===== src/rtl/add_accumulator_pkg.sv =====
// Shared constants and state encoding for the multi-operand add/sub accumulator.
// The adder width is fixed at 32 bits. LEN_W_DEFAULT sets the default operand-count width.
package add_accumulator_pkg;

    localparam int WIDTH         = 32;
    localparam int LEN_W_DEFAULT = 8;

    typedef enum logic [1:0] {
        IDLE  = 2'd0,
        ACCUM = 2'd1,
        DONE  = 2'd2
    } state_e;

endpackage


===== src/rtl/add_accumulator_csa.sv =====
// Team 32-bit carry-select adder: each block precomputes both carry-in cases and a mux picks one.
// OF is two's-complement overflow of X + Y + Cin, judged on the operands as presented.
module add_accumulator_csa
    import add_accumulator_pkg::*;
#(
    parameter int BLK = 8
) (
    input  logic [WIDTH-1:0] X,
    input  logic [WIDTH-1:0] Y,
    input  logic             Cin,
    output logic [WIDTH-1:0] S,
    output logic             Cout,
    output logic             OF
);

    localparam int NBLK = WIDTH / BLK;

    logic [NBLK:0] blk_c;

    assign blk_c[0] = Cin;

    for (genvar b = 0; b < NBLK; b++) begin : g_blk
        logic [BLK:0] sum0;
        logic [BLK:0] sum1;

        assign sum0 = {1'b0, X[b*BLK +: BLK]} + {1'b0, Y[b*BLK +: BLK]};
        assign sum1 = {1'b0, X[b*BLK +: BLK]} + {1'b0, Y[b*BLK +: BLK]} + (BLK+1)'(1);

        assign S[b*BLK +: BLK] = blk_c[b] ? sum1[BLK-1:0] : sum0[BLK-1:0];
        assign blk_c[b+1]      = blk_c[b] ? sum1[BLK]     : sum0[BLK];
    end

    assign Cout = blk_c[NBLK];
    assign OF   = (X[WIDTH-1] == Y[WIDTH-1]) && (S[WIDTH-1] != X[WIDTH-1]);

endmodule


===== src/rtl/add_accumulator.sv =====
// Feeds the shared adder one operand per accepted beat, keeps a running total and returns it.
// All outputs are registered or decoded from state, so no in_* input reaches out_* combinationally.
module add_accumulator
    import add_accumulator_pkg::*;
#(
    parameter int LEN_W = LEN_W_DEFAULT
) (
    input  logic             clk,
    input  logic             rst_n,
    input  logic             start,
    input  logic [LEN_W-1:0] len,
    input  logic             in_valid,
    output logic             in_ready,
    input  logic [WIDTH-1:0] in_data,
    input  logic             in_sub,
    output logic             out_valid,
    input  logic             out_ready,
    output logic [WIDTH-1:0] out_sum,
    output logic             out_carry,
    output logic             out_ovf,
    output logic             busy
);

    state_e           state_q;
    logic [WIDTH-1:0] acc_q;
    logic             carry_q;
    logic             ovf_q;
    logic [LEN_W-1:0] count_q;
    logic [LEN_W-1:0] len_q;

    logic [WIDTH-1:0] y_d;
    logic [WIDTH-1:0] sum_d;
    logic             cout_d;
    logic             of_d;
    logic [LEN_W-1:0] count_d;
    logic             last_beat;

    // Subtraction is acc + ~data + 1, so the adder sees the inverted operand with carry-in set.
    assign y_d = in_sub ? ~in_data : in_data;

    add_accumulator_csa u_adder (
        .X    (acc_q),
        .Y    (y_d),
        .Cin  (in_sub),
        .S    (sum_d),
        .Cout (cout_d),
        .OF   (of_d)
    );

    assign count_d   = count_q + LEN_W'(1);
    assign last_beat = (count_d == len_q);

    // NOTE: every register here takes <= so all of them update from the same pre-edge values.
    always_ff @(posedge clk or negedge rst_n) begin
        if (!rst_n) begin
            state_q <= IDLE;
            acc_q   <= '0;
            carry_q <= 1'b0;
            ovf_q   <= 1'b0;
            count_q <= '0;
            len_q   <= '0;
        end else begin
            case (state_q)
                IDLE: begin
                    if (start) begin
                        acc_q   <= '0;
                        carry_q <= 1'b0;
                        ovf_q   <= 1'b0;
                        count_q <= '0;
                        len_q   <= len;
                        state_q <= (len == '0) ? DONE : ACCUM;
                    end
                end
                ACCUM: begin
                    if (in_valid) begin
                        acc_q   <= sum_d;
                        carry_q <= cout_d;
                        ovf_q   <= ovf_q | of_d;
                        count_q <= count_d;
                        if (last_beat) begin
                            state_q <= DONE;
                        end
                    end
                end
                DONE: begin
                    if (out_ready) begin
                        state_q <= IDLE;
                    end
                end
                default: state_q <= IDLE;
            endcase
        end
    end

    assign in_ready  = (state_q == ACCUM);
    assign out_valid = (state_q == DONE);
    assign busy      = (state_q != IDLE);
    assign out_sum   = acc_q;
    assign out_carry = carry_q;
    assign out_ovf   = ovf_q;

endmodule


===== config.mk =====
export PLATFORM = sky130hd
export DESIGN_NAME = add_accumulator
export DESIGN_NICKNAME = d
export VERILOG_FILES = /design/src/rtl/add_accumulator_pkg.sv /design/src/rtl/add_accumulator_csa.sv /design/src/rtl/add_accumulator.sv
export SDC_FILE = /design/constraint.sdc
export NUM_CORES = 1
export LEC_CHECK = 0
export ABC_AREA = 1
export CORE_MARGIN = 2
export CORE_UTILIZATION = 45
export CTS_BUF_LIST = sky130_fd_sc_hd__clkbuf_4
export DETAILED_ROUTE_END_ITERATION = 16
export MAX_ROUTING_LAYER = met4
export PLACE_DENSITY = 0.72
export SLEW_MARGIN = 10
export SYNTH_ARGS = -nofsm -noshare
export SYNTH_HDL_FRONTEND = slang
export SYNTH_SLANG_ARGS = --single-unit
export TNS_END_PERCENT = 100

===== constraint.sdc =====
create_clock -name clk -period 3.35 [get_ports clk]
set_clock_uncertainty 0.1 [all_clocks]
set_input_delay 0.67 -clock clk [delete_from_list [all_inputs] [get_ports clk]]
set_output_delay 0.67 -clock clk [all_outputs]
set_load 0.005 [all_outputs]

==> results of run 1 <==
## power groups by stage
stage	clock network, mW	registers (mW)	logic [mW]
4_1_cts	0.321	1.12	4.23
6_report	0.310	1.12	4.34
3_3_place_gp	0	1.12	3.98
5_1_grt	0.347	1.15	4.88
2_1_floorplan	0	1.08	2.50
3_5_place_dp	0	1.13	4.09
## placed cells by master, fill, tap and decap left out, drive strengths merged, types with 7 or more instances in the layout
master           n
nand2          206
inv             92
clkdlybuf4s50   77
buf             76
dfrtp           52
nand3           52
o21ai           46
xor2            44
ha              40
nor2            39
a21oi           22
nand4           16
nor3            10
nand3b           9
xnor2            8
o22ai            7
a32o             7
## registers in the layout, indices dropped and copies added (netlist names)
signal     flops
out_sum       32
count_q        8
len_q          8
state_q        2
out_carry      1
out_ovf        1
## cell families (layout without fill, tap and decap cells)
family	after synthesis	count (layout)	synth area share, %
AO/OA/AOI/OAI	92	92	11.1
XOR/XNOR	52	52	9.50
adder cells (fa/ha/maj)	44	44	12.1
buffers and inverters	103	253	8.32
flip-flops	52	52	27.1
AND/OR/NAND/NOR	341	341	31.8
## through the flow
stage / util, % / hold slack [ns] / worst slack (ns)
finish: 63.0 / 0.297 / 0.135
global route: 63.0 / 0.335 / -0.0495
global placement: 60.6 / 0.385 / -0.536
floorplan: - / 0.274 / -0.251
CTS: 61.8 / 0.325 / 0.0653
detailed placement: 60.6 / 0.384 / -0.695
## per-layer routing
| layer | up-vias | routed length (um) | GRT usage, % |
|---|---|---|---|
| li1 | 2534 | - | - |
| met1 | 2288 | 5510 | 27.3 |
| met2 | 98 | 6360 | 41.6 |
| met3 | 13 | 414 | 2.55 |
| met4 | 0 | 112 | 4.92 |
| met5 | - | 0 | - |
## critical path: cells and delay by family
family	cells	cell delay, ns
compound gates	1	0.06
fa+ha+maj	3	0.95
xor+xnor	1	0.15
buf+inv	4	0.74
simple gates	8	0.81
## area by class of cell
class / count / area (um^2) / area share, %
Sequential cell: 52 / 1300 / 20.0
Clock inverter: 3 / 25.0 / 0.385
Clock buffer: 5 / 37.5 / 0.577
Inverter: 90 / 338 / 5.20
Tap cell: 136 / 170 / 2.62
Multi-Input combinational cell: 529 / 3240 / 49.9
Timing Repair Buffer: 155 / 1390 / 21.3
## how the worst min path moves through the flow
stage                      end  slack [ns]  cells after the start
CTS                   len_q[1]        0.32                      1
finish                len_q[2]        0.30                      1
global route          len_q[2]        0.34                      1
floorplan           count_q[0]        0.27                      0
detailed placement    len_q[1]        0.38                      2
global placement      len_q[2]        0.38                      2
## what timing repair did
action,CTS,global route
setup endpoints to repair,20,19
resized for setup,14,28
buffers inserted,1,3
pin swaps,13,23
cloned,0,0
hold buffers,0,0
==> results.yml, run 1 <==
global_route:
  grt_max_degree: 41
  grt_pass1_vias: 5034
  gr-total-overflow: 0
  track_usage_pct: 22.9
  grt_pass1_wl_um: 21500
  antenna_found_initial: 0
detailed_routing:
  drt_iter0_markers: 155
  drt-total-wl_um: 12400
  drtAntennaViolNets: 0
  first_pass_iters: 4
  routedWlPerCell_um: 12.8
  drc: 0
  vias_per_cell: 5.09
  vias: 4933
critical_path:
  crit_type: "input port to flop"
  r2r-end: "out_sum[15]"
  startpoint_type: "input port"
  cp-startpoint: "in_data[16]"
  cp-endpoint: "out_ovf"
  cpMaxStageDelayCell: "fa_1"
  r2r_cells: 16
  crit_top_cell: "nand3_1"
  arrival_ns: 3.39
  cp.required_ns: 3.52
  reg2reg_from: "out_sum[0]"
  cp_cell_sequence: "clkdlybuf4s50_1, xor2_1, ha_1, fa_1, ha_2, inv_1, nor3_2, nand3_1, nand2_1, nand2_1, inv_1, nand3_4, buf_4, nand3_1, nand3_1, nand3_1, a21oi_1"
  max_stage_delay_ns: 0.54
  cp_max_fo: 2
  ff2ff_setup_slack_ns: 0.29
  endpoint_kind: "flop"
timing:
  rsz0062_at_grt: "true"
  max_freq_mhz: 311
  tightest_slew_ns: 0.936
  fin_crit_sh_pct: 96.0
  period_minus_slack_ns: 3.22
  slew_headroom_pct: 37.6
  fin_tns_setup_ns: 0
  setup_viol: 0
  hold_violations: 0
  slew_violations: 0
die:
  rows: 37
  core_um2: 10300
  die_area_um2: 11500
  die_width_um: 107
  num_io_pins: 83
  die_y_um: 107
  start_util_pct: 46.5
cts:
  clockRootBuffer: "clkbuf_4"
  clk_latency_ns: 0.38
  clkTransAtPathRegs_ns: 0.18
  cts_tree: "built"
  htreeDepth: 2
  clock_sinks: 52
  clk_path_buf_depth: 2
  numCtsBuffers: 5
synth:
  syn_avg_cell_area_um2: 7.01
  synth_top_area_share_pct: 27.1
  netlist_top_cells_area: "dfrtp_1 (27%), nand2_1 (15%), ha_1 (10%), xor2_1 (8.0%), inv_1 (7.0%)"
  synth-seq-cells: 52
  synth_fp_nets: 774
  synth_common_cells: "nand2_1 (198), inv_1 (89), dfrtp_1 (52)"
  ys.warnings.count: 0
  synth_cell_types: 41
  synthCells: 684
  synth_seq_area_share_pct: 27.1
  ys.flop_type: "dfrtp_1"
  synthArstFlopShare_pct: 100
  yosysMostFrequentCell: "nand2_1"
  yosysTopAreaCell: "dfrtp_1"
  synth_edf_count: 0
  synth.cell_area_um2: 4800
final_layout:
  fin_nets: 923
  nFillCells: 907
  area_growth_pct: 35.5
  drive_above_1_share_pct: 15.6
  diodes: 0
  fin_cells: 970
  final_area_um2: 6500
placement:
  dp_cells: 958
  dpl-instance-area_um2: 6250
  io_buffers: 82
  hpwlAfterDp_um: 9750
  place_congestion: 0.897
job:
  maxCapViolations: 0
pwr:
  comb_power_share_pct: 75.3
  peakVddDrop_uv: 499
  seqPwrFrac_pct: 19.4
  p_int_mw: 2.97
  p_sw_share_pct: 48.5
  switching_power_mw: 2.79
  clockPowerShare_pct: 5.4
  p_per_area_nw_per_um2: 887
  power.total_mw: 5.76
  p_leak_nw: 3.29
worst_hold_path:
  hold_path_class: "input port to asynchronous set/reset pin"
outcome:
  status: "completed"
Note: power is estimated with default switching activity, not from simulation.
==> run 2, diff against run 1 <==
Settings changed: CTS_CLUSTER_SIZE set to 20, DONT_BUFFER_PORTS set to 1, PLACE_DENSITY 0.72 to 0.62.
==> run 2 against run 1 <==
Against the previous run:
- power decreased by 17%
- via count decreased by 11%
- flip-flop and latch count unchanged
- count of clock-buffer cells in the layout unchanged
- sequential power barely moved
- critical endpoint is now out_sum[20]
- largest power group unchanged
- highest routed layer unchanged
==> results.yml, run 2 (synthesized netlist as in run 1, its figures left out) <==
critical_path:
  cp-startpoint: "out_sum[0]"
  reg2reg_from: "out_sum[0]"
  cpMaxStageDelayCell: "fa_1"
  max_stage_delay_ns: 0.57
  cp.required_ns: 3.57
  cp_max_fo: 6
  cp_cell_sequence: "ha_2, fa_1, ha_2, inv_2, nor3_4, nand3_2, nor2_4, nand2_1, nand2_2, nand2_4, nand2_4, nand2_4, buf_4, inv_1, nand3_1, o21ai_1, o211ai_1, nand2_1"
  crit_top_cell: "nand2_4"
  startpoint_type: "flop"
  endpoint_kind: "flop"
  arrival_ns: 3.35
  crit_type: "flop to flop"
cts:
  clk_path_buf_depth: 2
  cts_tree: "built"
  clockRootBuffer: "clkbuf_4"
  htreeDepth: 2
  clk_latency_ns: 0.38
  clock_sinks: 52
  numCtsBuffers: 5
  clkTransAtPathRegs_ns: 0.16
die:
  die_width_um: 107
  rows: 37
  core_um2: 10300
  num_io_pins: 83
  start_util_pct: 46.5
  die_y_um: 107
  die_area_um2: 11500
timing:
  tightest_slew_ns: 0.596
  slew_headroom_pct: 60.2
  slew_violations: 0
  setup_viol: 0
  hold_violations: 0
  period_minus_slack_ns: 3.13
  max_freq_mhz: 320
  layout_setup_ws_ns: 0.223
  fin_crit_sh_pct: 93.3
final_layout:
  drive_above_1_share_pct: 8.14
  diodes: 0
  fin_nets: 789
  post-route-util_pct: 50.4
  largest_reg_flops: 32
  final_cell_mix: "nand2_1 (197), inv_1 (88), dfrtp_1 (52)"
  multiInputGateArea_um2: 3130
  fin_cells: 836
  nFillCells: 1056
  final_common_cell: "nand2_1"
  area_growth_pct: 8.56
  ff_latch_area_um2: 1300
  final_area_um2: 5210
global_route:
  antenna_found_initial: 0
  track_usage_pct: 21.0
  grt_pass1_wl_um: 19300
  grt_max_degree: 53
  grt_pass1_vias: 4200
  gr-total-overflow: 0
detailed_routing:
  drt-total-wl_um: 11100
  vias: 4369
  routedWlPerCell_um: 13.3
  drtAntennaViolNets: 0
  vias_per_cell: 5.23
  drt_iter0_markers: 185
  drc: 0
  first_pass_iters: 5
placement:
  dpl_worst_slack_ns: -0.242
  dp_cells: 826
  dpl-instance-area_um2: 5070
  place_congestion: 0.871
  hpwlAfterDp_um: 8660
  io_buffers: 0
outcome:
  status: "completed"
pwr:
  p_per_area_nw_per_um2: 924
  p_leak_nw: 2.71
  peakVddDrop_uv: 410
job:
  maxCapViolations: 0
worst_hold_path:
  hold_path_class: "input port to asynchronous set/reset pin"
[run 2: cell count changes in the layout (fill, tap and decap cells not counted), moves of 4 or more]
cell,change
xor2_1,+4
clkdlybuf4s50_1,-77
nand2_2,-4
buf_6,-6
xor2_2,-4
buf_4,-49
nand2_1,+4
[run 2: where the power goes]
part	leakage [nW]	switching, mW	internal (mW)	total, mW
sequential	0.671	0.278	0.876	1.15
combinational	1.99	2.01	1.27	3.28
clock	0.0454	0.215	0.160	0.375
[run 2: path summary, 6_finish.rpt]
path / end / cells after the start / slack (ns)
worst max-delay path: out_sum[20] / 18 / 0.22
worst min-delay path: out_sum[0] / 1 / 0.01
worst max register to register: out_sum[20] / 18 / 0.22
worst min register to register: len_q[1] / 2 / 0.42
max in group asynchronous: out_sum[19] / 1 / 2.90
min in group clk: len_q[2] / 2 / 0.29
[run 2: final cells by class]
class	instances	share of cell area, %
Tap cell	136	3.27
Clock inverter	3	0.913
Inverter	90	6.49
Clock buffer	5	0.721
Sequential cell	52	25.0
Timing Repair Buffer	21	3.41
Multi-Input combinational cell	529	60.2
[run 2: what timing repair did]
action,4_1_cts,5_1_grt
buffers inserted,0,1
endpoints found under the hold margin,52,0
resized for setup,0,3
setup endpoints to repair,0,6
hold buffers,1,0
[run 2: critical path, delay by kind of cell (launching register included)]
family | cells | cell delay (ns)
fa+ha+maj | 3 | 0.96
compound gates | 2 | 0.23
flops | 1 | 0.45
buf+inv | 3 | 0.26
simple gates | 10 | 1.09
[run 2: routing by layer]
metal | wire (um) | GRT usage (%)
met1 | 5140 | 27.0
met2 | 5270 | 34.5
met3 | 606 | 4.50
met4 | 71 | 3.90
met5 | 0 | -
[run 2: per-stage QoR]
stage | total power [mW] | setup TNS, ns | hold WS [ns]
3_5_place_dp | 4.39 | -2.49 | 0.276
2_1_floorplan | 3.58 | -3.21 | 0.274
6_report | 4.81 | 0 | 0.0138
4_1_cts | 4.80 | 0 | 0.0128
3_3_place_gp | 4.32 | -0.957 | 0.276
5_1_grt | 5.42 | -0.000775 | 0.00514
==> run 3, diff against run 2 <==
Settings changed: GPL_ROUTABILITY_DRIVEN set to 0.
==> results of run 3 <==
Final layout, timing and power as in run 2 (identical DEF).
